## config.mk

```make
export PLATFORM = sky130hd
export DESIGN_NAME = multi_deglitch
export DESIGN_NICKNAME = d
export VERILOG_FILES = /design/src/rtl/deglitch_pkg.sv /design/src/rtl/deglitch_chan.sv /design/src/rtl/multi_deglitch.sv
export SDC_FILE = /design/constraint.sdc
export NUM_CORES = 1
export LEC_CHECK = 0
export CAP_MARGIN = 15
export CORE_ASPECT_RATIO = 0.8
export CORE_UTILIZATION = 65
export DETAILED_ROUTE_END_ITERATION = 16
export PLACE_DENSITY = 0.95
export SYNTH_ARGS = -nofsm -noshare
export SYNTH_HDL_FRONTEND = slang
export SYNTH_SLANG_ARGS = --single-unit
```

## constraint.sdc

```tcl
create_clock -name clk -period 4.85 [get_ports clk]
set_clock_uncertainty 0.2 [all_clocks]
set_input_delay 0.7275 -clock clk [delete_from_list [all_inputs] [get_ports clk]]
set_output_delay 0.7275 -clock clk [all_outputs]
set_load 0.1 [all_outputs]
```

## src/rtl/deglitch_pkg.sv

```systemverilog
// Shared types and constants for the multi-channel input deglitcher.
// Latency: n/a (package only).
// Backpressure: n/a; DEGLITCH_GLITCH_CNT_EN enables the per-channel glitch counters.
package deglitch_pkg;

    typedef enum logic {
        IDLE = 1'b0,
        QUAL = 1'b1
    } chan_state_e;

    localparam int GLITCH_CNT_W = 8;
    localparam logic [GLITCH_CNT_W-1:0] GLITCH_CNT_MAX = {GLITCH_CNT_W{1'b1}};

    localparam int SYNC_STAGES_MIN = 2;
    localparam int SYNC_STAGES_MAX = 8;

    function automatic logic [GLITCH_CNT_W-1:0] glitch_sat_inc(input logic [GLITCH_CNT_W-1:0] v);
        return (v == GLITCH_CNT_MAX) ? v : v + {{(GLITCH_CNT_W-1){1'b0}}, 1'b1};
    endfunction

endpackage

```

## src/rtl/deglitch_chan.sv

```systemverilog
// One deglitch channel: synchroniser, IDLE/QUAL qualifier, edge pulses, optional glitch counter (DEGLITCH_GLITCH_CNT_EN).
// Latency: SYNC_STAGES + dly + 2 clocks from the sampling edge to out.
// Backpressure: none; free-running, every clock is consumed.
module deglitch_chan
    import deglitch_pkg::*;
#(
    parameter int   SYNC_STAGES = 3,
    parameter int   COUNT_WIDTH = 16,
    parameter logic RESET_BIT   = 1'b1
) (
    input  logic                   clk,
    input  logic                   rst_l,
    input  logic                   in,
    input  logic [COUNT_WIDTH-1:0] rise_dly,
    input  logic [COUNT_WIDTH-1:0] fall_dly,
    output logic                   out,
    output logic                   rise_pulse,
    output logic                   fall_pulse,
    output logic                   busy
`ifdef DEGLITCH_GLITCH_CNT_EN
    ,
    input  logic                    glitch_clr,
    output logic [GLITCH_CNT_W-1:0] glitch_cnt
`endif
);

    if (SYNC_STAGES < SYNC_STAGES_MIN || SYNC_STAGES > SYNC_STAGES_MAX) begin : g_bad_sync
        $error("deglitch_chan: SYNC_STAGES out of range");
    end

    logic [SYNC_STAGES-1:0] sync_q;
    logic [SYNC_STAGES-1:0] sync_d;
    logic                   s;

    chan_state_e            state_q;
    chan_state_e            state_d;
    logic [COUNT_WIDTH-1:0] cnt_q;
    logic [COUNT_WIDTH-1:0] cnt_d;
    logic                   out_q;
    logic                   out_d;
    logic                   rise_pulse_q;
    logic                   rise_pulse_d;
    logic                   fall_pulse_q;
    logic                   fall_pulse_d;

    assign sync_d = {sync_q[SYNC_STAGES-2:0], in};
    assign s      = sync_q[SYNC_STAGES-1];

    always_comb begin
        state_d      = state_q;
        cnt_d        = cnt_q;
        out_d        = out_q;
        rise_pulse_d = 1'b0;
        fall_pulse_d = 1'b0;
        case (state_q)
            IDLE: begin
                if (s != out_q) begin
                    cnt_d   = s ? rise_dly : fall_dly;
                    state_d = QUAL;
                end
            end
            QUAL: begin
                if (s == out_q) begin
                    // Input went back before qualifying: drop the attempt silently.
                    state_d = IDLE;
                end else if (cnt_q != '0) begin
                    cnt_d = cnt_q - 1'b1;
                end else begin
                    out_d        = s;
                    rise_pulse_d = s;
                    fall_pulse_d = ~s;
                    state_d      = IDLE;
                end
            end
            default: state_d = IDLE;
        endcase
    end

    always_ff @(posedge clk or negedge rst_l) begin
        if (!rst_l) begin
            sync_q       <= {SYNC_STAGES{RESET_BIT}};
            state_q      <= IDLE;
            cnt_q        <= '0;
            out_q        <= RESET_BIT;
            rise_pulse_q <= 1'b0;
            fall_pulse_q <= 1'b0;
        end else begin
            sync_q       <= sync_d;
            state_q      <= state_d;
            cnt_q        <= cnt_d;
            out_q        <= out_d;
            rise_pulse_q <= rise_pulse_d;
            fall_pulse_q <= fall_pulse_d;
        end
    end

    assign out        = out_q;
    assign rise_pulse = rise_pulse_q;
    assign fall_pulse = fall_pulse_q;
    assign busy       = (state_q == QUAL);

`ifdef DEGLITCH_GLITCH_CNT_EN
    logic                    glitch_abort;
    logic [GLITCH_CNT_W-1:0] glitch_cnt_q;
    logic [GLITCH_CNT_W-1:0] glitch_cnt_d;

    assign glitch_abort = (state_q == QUAL) && (s == out_q);

    // Clear takes priority so software never loses a clear to a racing glitch.
    always_comb begin
        glitch_cnt_d = glitch_cnt_q;
        if (glitch_clr) begin
            glitch_cnt_d = '0;
        end else if (glitch_abort) begin
            glitch_cnt_d = glitch_sat_inc(glitch_cnt_q);
        end
    end

    always_ff @(posedge clk or negedge rst_l) begin
        if (!rst_l) begin
            glitch_cnt_q <= '0;
        end else begin
            glitch_cnt_q <= glitch_cnt_d;
        end
    end

    assign glitch_cnt = glitch_cnt_q;
`endif

endmodule

```

## src/rtl/multi_deglitch.sv

```systemverilog
// CHANNELS independent synchronise-and-qualify filters for slow board inputs; DEGLITCH_GLITCH_CNT_EN adds glitch counters.
// Latency: SYNC_STAGES + dly + 2 clocks per channel; busy is combinational from channel state.
// Backpressure: none; free-running.
module multi_deglitch
    import deglitch_pkg::*;
#(
    parameter int                  CHANNELS    = 8,
    parameter int                  SYNC_STAGES = 3,
    parameter int                  COUNT_WIDTH = 16,
    parameter logic [CHANNELS-1:0] RESET_VAL   = {CHANNELS{1'b1}}
) (
    input  logic                   clk,
    input  logic                   rst_l,
    input  logic [CHANNELS-1:0]    in,
    input  logic [COUNT_WIDTH-1:0] rise_dly,
    input  logic [COUNT_WIDTH-1:0] fall_dly,
    output logic [CHANNELS-1:0]    out,
    output logic [CHANNELS-1:0]    rise_pulse,
    output logic [CHANNELS-1:0]    fall_pulse,
    output logic                   busy
`ifdef DEGLITCH_GLITCH_CNT_EN
    ,
    input  logic                             glitch_clr,
    output logic [CHANNELS*GLITCH_CNT_W-1:0] glitch_cnt
`endif
);

    logic [CHANNELS-1:0] chan_busy;

    for (genvar i = 0; i < CHANNELS; i++) begin : g_chan
        deglitch_chan #(
            .SYNC_STAGES (SYNC_STAGES),
            .COUNT_WIDTH (COUNT_WIDTH),
            .RESET_BIT   (RESET_VAL[i])
        ) u_chan (
            .clk        (clk),
            .rst_l      (rst_l),
            .in         (in[i]),
            .rise_dly   (rise_dly),
            .fall_dly   (fall_dly),
            .out        (out[i]),
            .rise_pulse (rise_pulse[i]),
            .fall_pulse (fall_pulse[i]),
            .busy       (chan_busy[i])
`ifdef DEGLITCH_GLITCH_CNT_EN
            ,
            .glitch_clr (glitch_clr),
            .glitch_cnt (glitch_cnt[GLITCH_CNT_W*i +: GLITCH_CNT_W])
`endif
        );
    end

    assign busy = |chan_busy;

endmodule

```

==> impl_metrics.json, run 1 <==
{
  "status": "completed",
  "antenna_found_initial": 0,
  "ys_async_sr_fraction_pct": 100.0,
  "p_seq_share_pct": 47.8,
  "grt_pass1_wl_um": 52660,
  "final_layout_size_suffix_gt1_share_pct": 8.059,
  "nNetsFinal": 1315,
  "synth_edf_count": 0,
  "reg2reg_to": "g_chan[5].u_chan.cnt_q[8]",
  "synth_warnings": 0,
  "crit_arrival_ps": 2910,
  "period_needed_ps": 3834,
  "max-slew-margin-rel_pct": 26.28,
  "post_cts_resized": 0,
  "num_io_pins": 67,
  "synth_ff_type": "dfrtp_1",
  "die_w_um": 149.5,
  "synth_mux_area_share_pct": 7.743,
  "final_cell_mix": "152 x dfrtp_1, 109 x nand2_1, 108 x nor2_1",
  "grt-ovfl-total": 0,
  "grt_max_degree": 112,
  "start_util_pct": 67.47,
  "row_count": 42,
  "grt_pass1_vias": 9877,
  "clk_path_buf_depth": 2,
  "netlist.area_leader.share_pct": 33.63,
  "rsz0062_at_grt": "no",
  "gp_congestion": 0.9566,
  "finalCritPeriodShare_pct": 79.05,
  "syn2layout_area_growth_pct": 9.270,
  "path_max_fanout": 28,
  "dp_hpwl_um": 20520,
  "fin_cells": 1498,
  "synth_cell_types": 75,
  "cts-htree-levels": 4,
  "slowest_delay_ps": 1140,
  "syn-num-nets": 1340,
  "path_cells": "nor4_1, nand2_1, clkdlybuf4s50_1",
  "report.final.slew_viol_count": 0,
  "die-area_um2": 17940,
  "power_switching_mw": 1.352,
  "holdPathEnd": "g_chan[7].u_chan.sync_q[2]",
  "grtUsageTotal_pct": 38.21,
  "max_freq_ghz": 0.2608,
  "ctsHoldBuffers": 0,
  "rrSetupSlack_ps": 1660,
  "pwr-share-comb_pct": 19.3,
  "dp_cells": 1465,
  "synth_top_area_cell": "dfrtp_1",
  "worst_ir_drop_vdd_v": 0.0002055,
  "synth-seq-cells": 184,
  "maxCapViolCount": 0,
  "drtIter0Drc": 1457,
  "hold_viol": 0,
  "route.vias.total": 10790,
  "antenna_cells_inserted": 0,
  "pwr_density_cell_nw_per_um2": 341.7,
  "die_h_um": 120.0,
  "drcViolationCount": 0,
  "finalWirelength_um": 33110,
  "syn_area_per_cell_um2": 8.768,
  "min_from": "g_chan[7].u_chan.sync_q[1]",
  "synthSimpleGateAreaFrac_pct": 21.36,
  "clock_latency_ps": 440,
  "cts_inserted_buffers": 17,
  "p_sw_share_pct": 32.02,
  "portBuffers": 66,
  "cts_setup_buffers": 0,
  "slowest_stage": "clkdlybuf4s50_1",
  "synth_compound_area_share_pct": 22.58,
  "via_per_inst": 7.201,
  "internal_power_mw": 2.871,
  "final-setup-viol-count": 0,
  "wl_per_cell_um": 22.10,
  "netlist_instances": 1290,
  "finalSetupTns_ps": 0,
  "cp-end-kind": "primary output",
  "hold_depth": 0,
  "synth_top_family_by_area": "compound AO/OA/AOI/OAI gates",
  "yosys-top-cells-area": "dfrtp_1 34%, dfstp_2 7.4%, mux2i_1 6.5%",
  "hold_class": "reg2reg",
  "synthXorXnorAreaFrac_pct": 0.5420,
  "clockPowerShare_pct": 32.9,
  "tritoncts": "done",
  "layout.cells.most_common": "dfrtp_1",
  "core_area_um2": 16760,
  "cp.required_ps": 3920,
  "worstMarginPinSlew_ps": 1097,
  "first_pass_iters": 8,
  "syn_area_um2": 11310,
  "yosys.area_share.adder_pct": 0.8850,
  "ys_seq_area_share_pct": 41.06,
  "r2r_start": "g_chan[5].u_chan.cnt_q[0]",
  "cts.sinks": 184,
  "ant_nets": 0,
  "r2r_cells": 8,
  "clockRootBuffer": "clkbuf_16",
  "worstSetupPathType": "reg2out",
  "clk_pin_slew_ps": 60,
  "p_leak_nw": 4.849,
  "start_kind": "flop"
}
==> routing by layer <==
layer / share of wire (%) / up-vias / track usage [%]
li1: - / 4776 / -
met1: 38 / 5015 / 51.76
met2: 43 / 824 / 54.92
met3: 15 / 172 / 11.22
met4: 5.1 / 0 / 20.54
met5: 0 / - / 0
==> worst max path at each step <==
stage | depth (start not counted) | startpoint | slack, ps | end
2_1_floorplan | 9 | g_chan[3].u_chan.cnt_q[0] | 2230 | g_chan[3].u_chan.cnt_q[9]
3_3_place_gp | 3 | g_chan[2].u_chan.busy | 1500 | busy
3_5_place_dp | 3 | g_chan[2].u_chan.busy | 1500 | busy
4_1_cts | 3 | g_chan[2].u_chan.busy | 1050 | busy
5_1_grt | 3 | g_chan[3].u_chan.busy | 950 | busy
6_report | 3 | g_chan[3].u_chan.busy | 1020 | busy
==> power by group through the flow <==
stage                     Clock (mW)  Sequential [mW]  Combinational (mW)
after floorplan                    0             1.93               0.598
after global placement             0             2.00               0.738
after detailed placement           0             2.02               0.774
after CTS                       1.40             2.00               0.788
after global routing            1.46             2.05               0.886
final                           1.39             2.02               0.813
==> critical path, delay by kind of cell, from the launching register on <==
kind	cells	cell delay, ps
buffers and inverters	1	1140
DFF	1	970
and+or+nand+nor	2	340
==> registers in the layout, summed over array words and instances (netlist names) <==
signal                    cells
g_chan.u_chan.sync_q         24
g_chan.u_chan.fall_pulse      8
g_chan.u_chan.rise_pulse      8
g_chan.u_chan.cnt_q         128
g_chan.u_chan.busy            8
g_chan.u_chan.out             8
==> cell usage after synthesis (all sizes together) (15+ instances only) <==
master and number:
a211oi 19, a21oi 55, a221oi 23, a22oi 37, a31oi 21, buf 42
clkbuf 79, dfrtp 152, dfstp 32, inv 28, mux2i 74, nand2 109
nand2b 19, nand3 47, nand4 24, nor2 108, nor2b 28, nor3 46
nor4 19, o211ai 15, o21ai 93, o22a 17, o22ai 30, or3 22
==> per-stage QoR <==
stage               util, %  worst slack, ps  hold slack (ps)  area (µm²)  power (mW)
floorplan                 -             2229            145.2       11310       2.528
global placement      70.24             1495            145.6       11780       2.743
detailed placement    70.24             1497            146.8       11780       2.794
CTS                   73.68             1048            155.6       12350       4.189
global route          73.73            954.8            158.0       12360       4.397
finish                73.73             1016            153.1       12360       4.223
==> cell type report <==
class / count / area (µm²)
timing repair buffer: 77 / 747.0
sequential: 184 / 4644
tap: 220 / 275.3
inverter: 29 / 108.9
multi-input combinational: 956 / 6007
clock buffer: 24 / 481.7
clock inverter: 8 / 95.09
fill: 1154 / 4404
==> cell families after synthesis <==
kind of cell,after synthesis
buffers and inverters,150
XOR/XNOR,7
AND/OR/NAND/NOR,476
adder cells (fa/ha/maj),8
multiplexers,86
flip-flops,184
AO/OA/AOI/OAI,379
No activity file was read; power rests on OpenSTA's default activity.
==> inputs of run 2 (changes only) <==
CORE_UTILIZATION = 61   (was 65)
PLACE_DENSITY = 0.93   (was 0.95)
clock period = 3.8 ns   (was 4.85 ns; I/O delays follow)
==> run 2 against run 1 <==
Effect of this change:
- the run now ends with negative hold slack left
- first-iteration DRC count is 3.6% higher
- routed wire length is 1.0% higher
- non-clock buffer count is 6 higher
- total power is 29% higher
- utilization is 5.3 points lower
- critical path depth is 6 higher
- flip-flop and latch count stayed put
- register-to-register slack worse by 910 ps
- largest power group unchanged
==> impl_metrics.json, run 2 (same netlist as run 1, synthesis figures left out) <==
{
  "status": "complete, but fails checks",
  "violations": "negative hold slack",
  "cp-end-kind": "flop",
  "max-slew-margin-rel_pct": 33.68,
  "clock_latency_ps": 450,
  "finalSetupTns_ps": 0,
  "cts_inserted_buffers": 17,
  "first_pass_iters": 7,
  "worstSetupPathType": "reg2reg",
  "path_max_fanout": 12,
  "final-setup-viol-count": 0,
  "clk_path_buf_depth": 2,
  "final_layout_size_suffix_gt1_share_pct": 8.879,
  "antenna_found_initial": 1,
  "crit_arrival_ps": 3180,
  "fillers": 1317,
  "via_per_inst": 7.134,
  "post_cts_resized": 0,
  "hold_viol": 2,
  "route.vias.total": 10810,
  "die_h_um": 123.8,
  "r2r_start": "g_chan[3].u_chan.cnt_q[0]",
  "gp_congestion": 0.9454,
  "portBuffers": 66,
  "grt_pass1_wl_um": 53250,
  "drcViolationCount": 0,
  "grt_pass1_vias": 9954,
  "grt_max_degree": 93,
  "clk_pin_slew_ps": 70,
  "cp.required_ps": 3920,
  "cts-htree-levels": 4,
  "report.final.slew_viol_count": 0,
  "worst_slack_ps": 746.0,
  "wl_per_cell_um": 22.07,
  "start_util_pct": 62.26,
  "grt-ovfl-total": 0,
  "cts.sinks": 184,
  "finalWirelength_um": 33440,
  "period_needed_ps": 3054,
  "num_io_pins": 67,
  "ant_nets": 0,
  "drtIter0Drc": 1509,
  "core_area_um2": 18170,
  "die-area_um2": 19090,
  "rsz0062_at_grt": "no",
  "finalCritPeriodShare_pct": 80.37,
  "rrSetupSlack_ps": 750,
  "nNetsFinal": 1321,
  "dp_hpwl_um": 20940,
  "max_freq_ghz": 0.3274,
  "post-route-util_pct": 68.47,
  "ctsHoldBuffers": 0,
  "cts_setup_buffers": 0,
  "hold_ws_ps": -11.99,
  "start_kind": "flop",
  "reg2reg_to": "g_chan[3].u_chan.cnt_q[10]",
  "clockRootBuffer": "clkbuf_16",
  "maxCapViolCount": 0,
  "die_w_um": 154.2,
  "reg_top3": "g_chan.u_chan.cnt_q x128, g_chan.u_chan.sync_q x24",
  "regMostFlops": "g_chan.u_chan.cnt_q",
  "worstMarginPinSlew_ps": 991.7,
  "r2r_cells": 9,
  "worst_ir_drop_vdd_v": 0.0003003,
  "pwr_density_cell_nw_per_um2": 437.5,
  "syn2layout_area_growth_pct": 9.978,
  "final_cell_mix": "152 x dfrtp_1, 109 x nand2_1, 108 x nor2_1",
  "largest_register_ffs": 128,
  "row_count": 44,
  "place_ws_ps": 909.9,
  "tritoncts": "done",
  "layout.cells.most_common": "dfrtp_1",
  "hold_class": "in2async",
  "p_leak_nw": 4.891,
  "grtUsageTotal_pct": 36.04
}
run 2: changes by cell type in the layout (fill, tap and decap cells not counted), moves of 2 or more:
cell	previous run	this run
inv_6	0	2
clkdlybuf4s50_1	65	63
clkbuf_8	4	2
clkinv_4	0	5
clkinv_2	4	2
buf_4	11	18
clkbuf_1	4	1
run 2: cell type report:
type / instances / area [µm²] / share of cell area (%)
diodes: 1 / 2.502 / 0.02012
clock buffers: 19 / 442.9 / 3.561
clock inverters: 13 / 146.4 / 1.177
inverters: 29 / 108.9 / 0.8751
multi-input cells: 956 / 6007 / 48.29
flip-flops and latches: 184 / 4644 / 37.34
well taps: 230 / 287.8 / 2.313
repair buffers: 83 / 799.5 / 6.427
run 2: worst max-delay path by stage:
stage | end | startpoint | cells after the start | slack (ps)
floorplan | g_chan[3].u_chan.cnt_q[9] | g_chan[3].u_chan.cnt_q[0] | 9 | 1180
global placement | g_chan[3].u_chan.cnt_q[9] | g_chan[3].u_chan.cnt_q[0] | 8 | 1070
detailed placement | g_chan[3].u_chan.cnt_q[0] | g_chan[3].u_chan.cnt_q[0] | 9 | 910
CTS | g_chan[3].u_chan.cnt_q[10] | g_chan[3].u_chan.cnt_q[0] | 9 | 790
global route | g_chan[3].u_chan.cnt_q[10] | g_chan[3].u_chan.cnt_q[0] | 9 | 470
finish | g_chan[3].u_chan.cnt_q[10] | g_chan[3].u_chan.cnt_q[0] | 9 | 750
run 2: layer usage:
layer  track usage, %  vias up  wire length [µm]
met3            11.93      184              4644
met1            46.66     4995             12550
met5                0        -                 0
li1                 -     4790                 -
met2            53.24      839             14160
met4            20.94        0              2092
run 2: stage by stage:
| stage | std cells | cell area [µm²] | total power, mW |
|---|---|---|---|
| 6_report | 1515 | 12440 | 5.442 |
| 4_1_cts | 1514 | 12440 | 5.391 |
| 5_1_grt | 1515 | 12440 | 5.667 |
| 3_5_place_dp | 1482 | 11850 | 3.585 |
| 2_1_floorplan | 1290 | 11310 | 3.227 |
| 3_3_place_gp | 1482 | 11850 | 3.515 |
run 2: report_power, final:
part / internal [mW] / switching [mW] / total, mW / leakage (nW)
clock network: 0.993 / 0.827 / 1.82 / 0.284
logic: 0.432 / 0.615 / 1.05 / 2.45
registers: 2.22 / 0.353 / 2.57 / 2.15
run 2: critical path, stage by stage (launching register included):
cell,delay (ps)
dfrtp_1,390
inv_1,110
ha_1,190
nor3b_1,530
nand2_1,170
or4b_1,590
nand2_1,200
inv_1,220
o21ai_0,270
a21oi_1,60
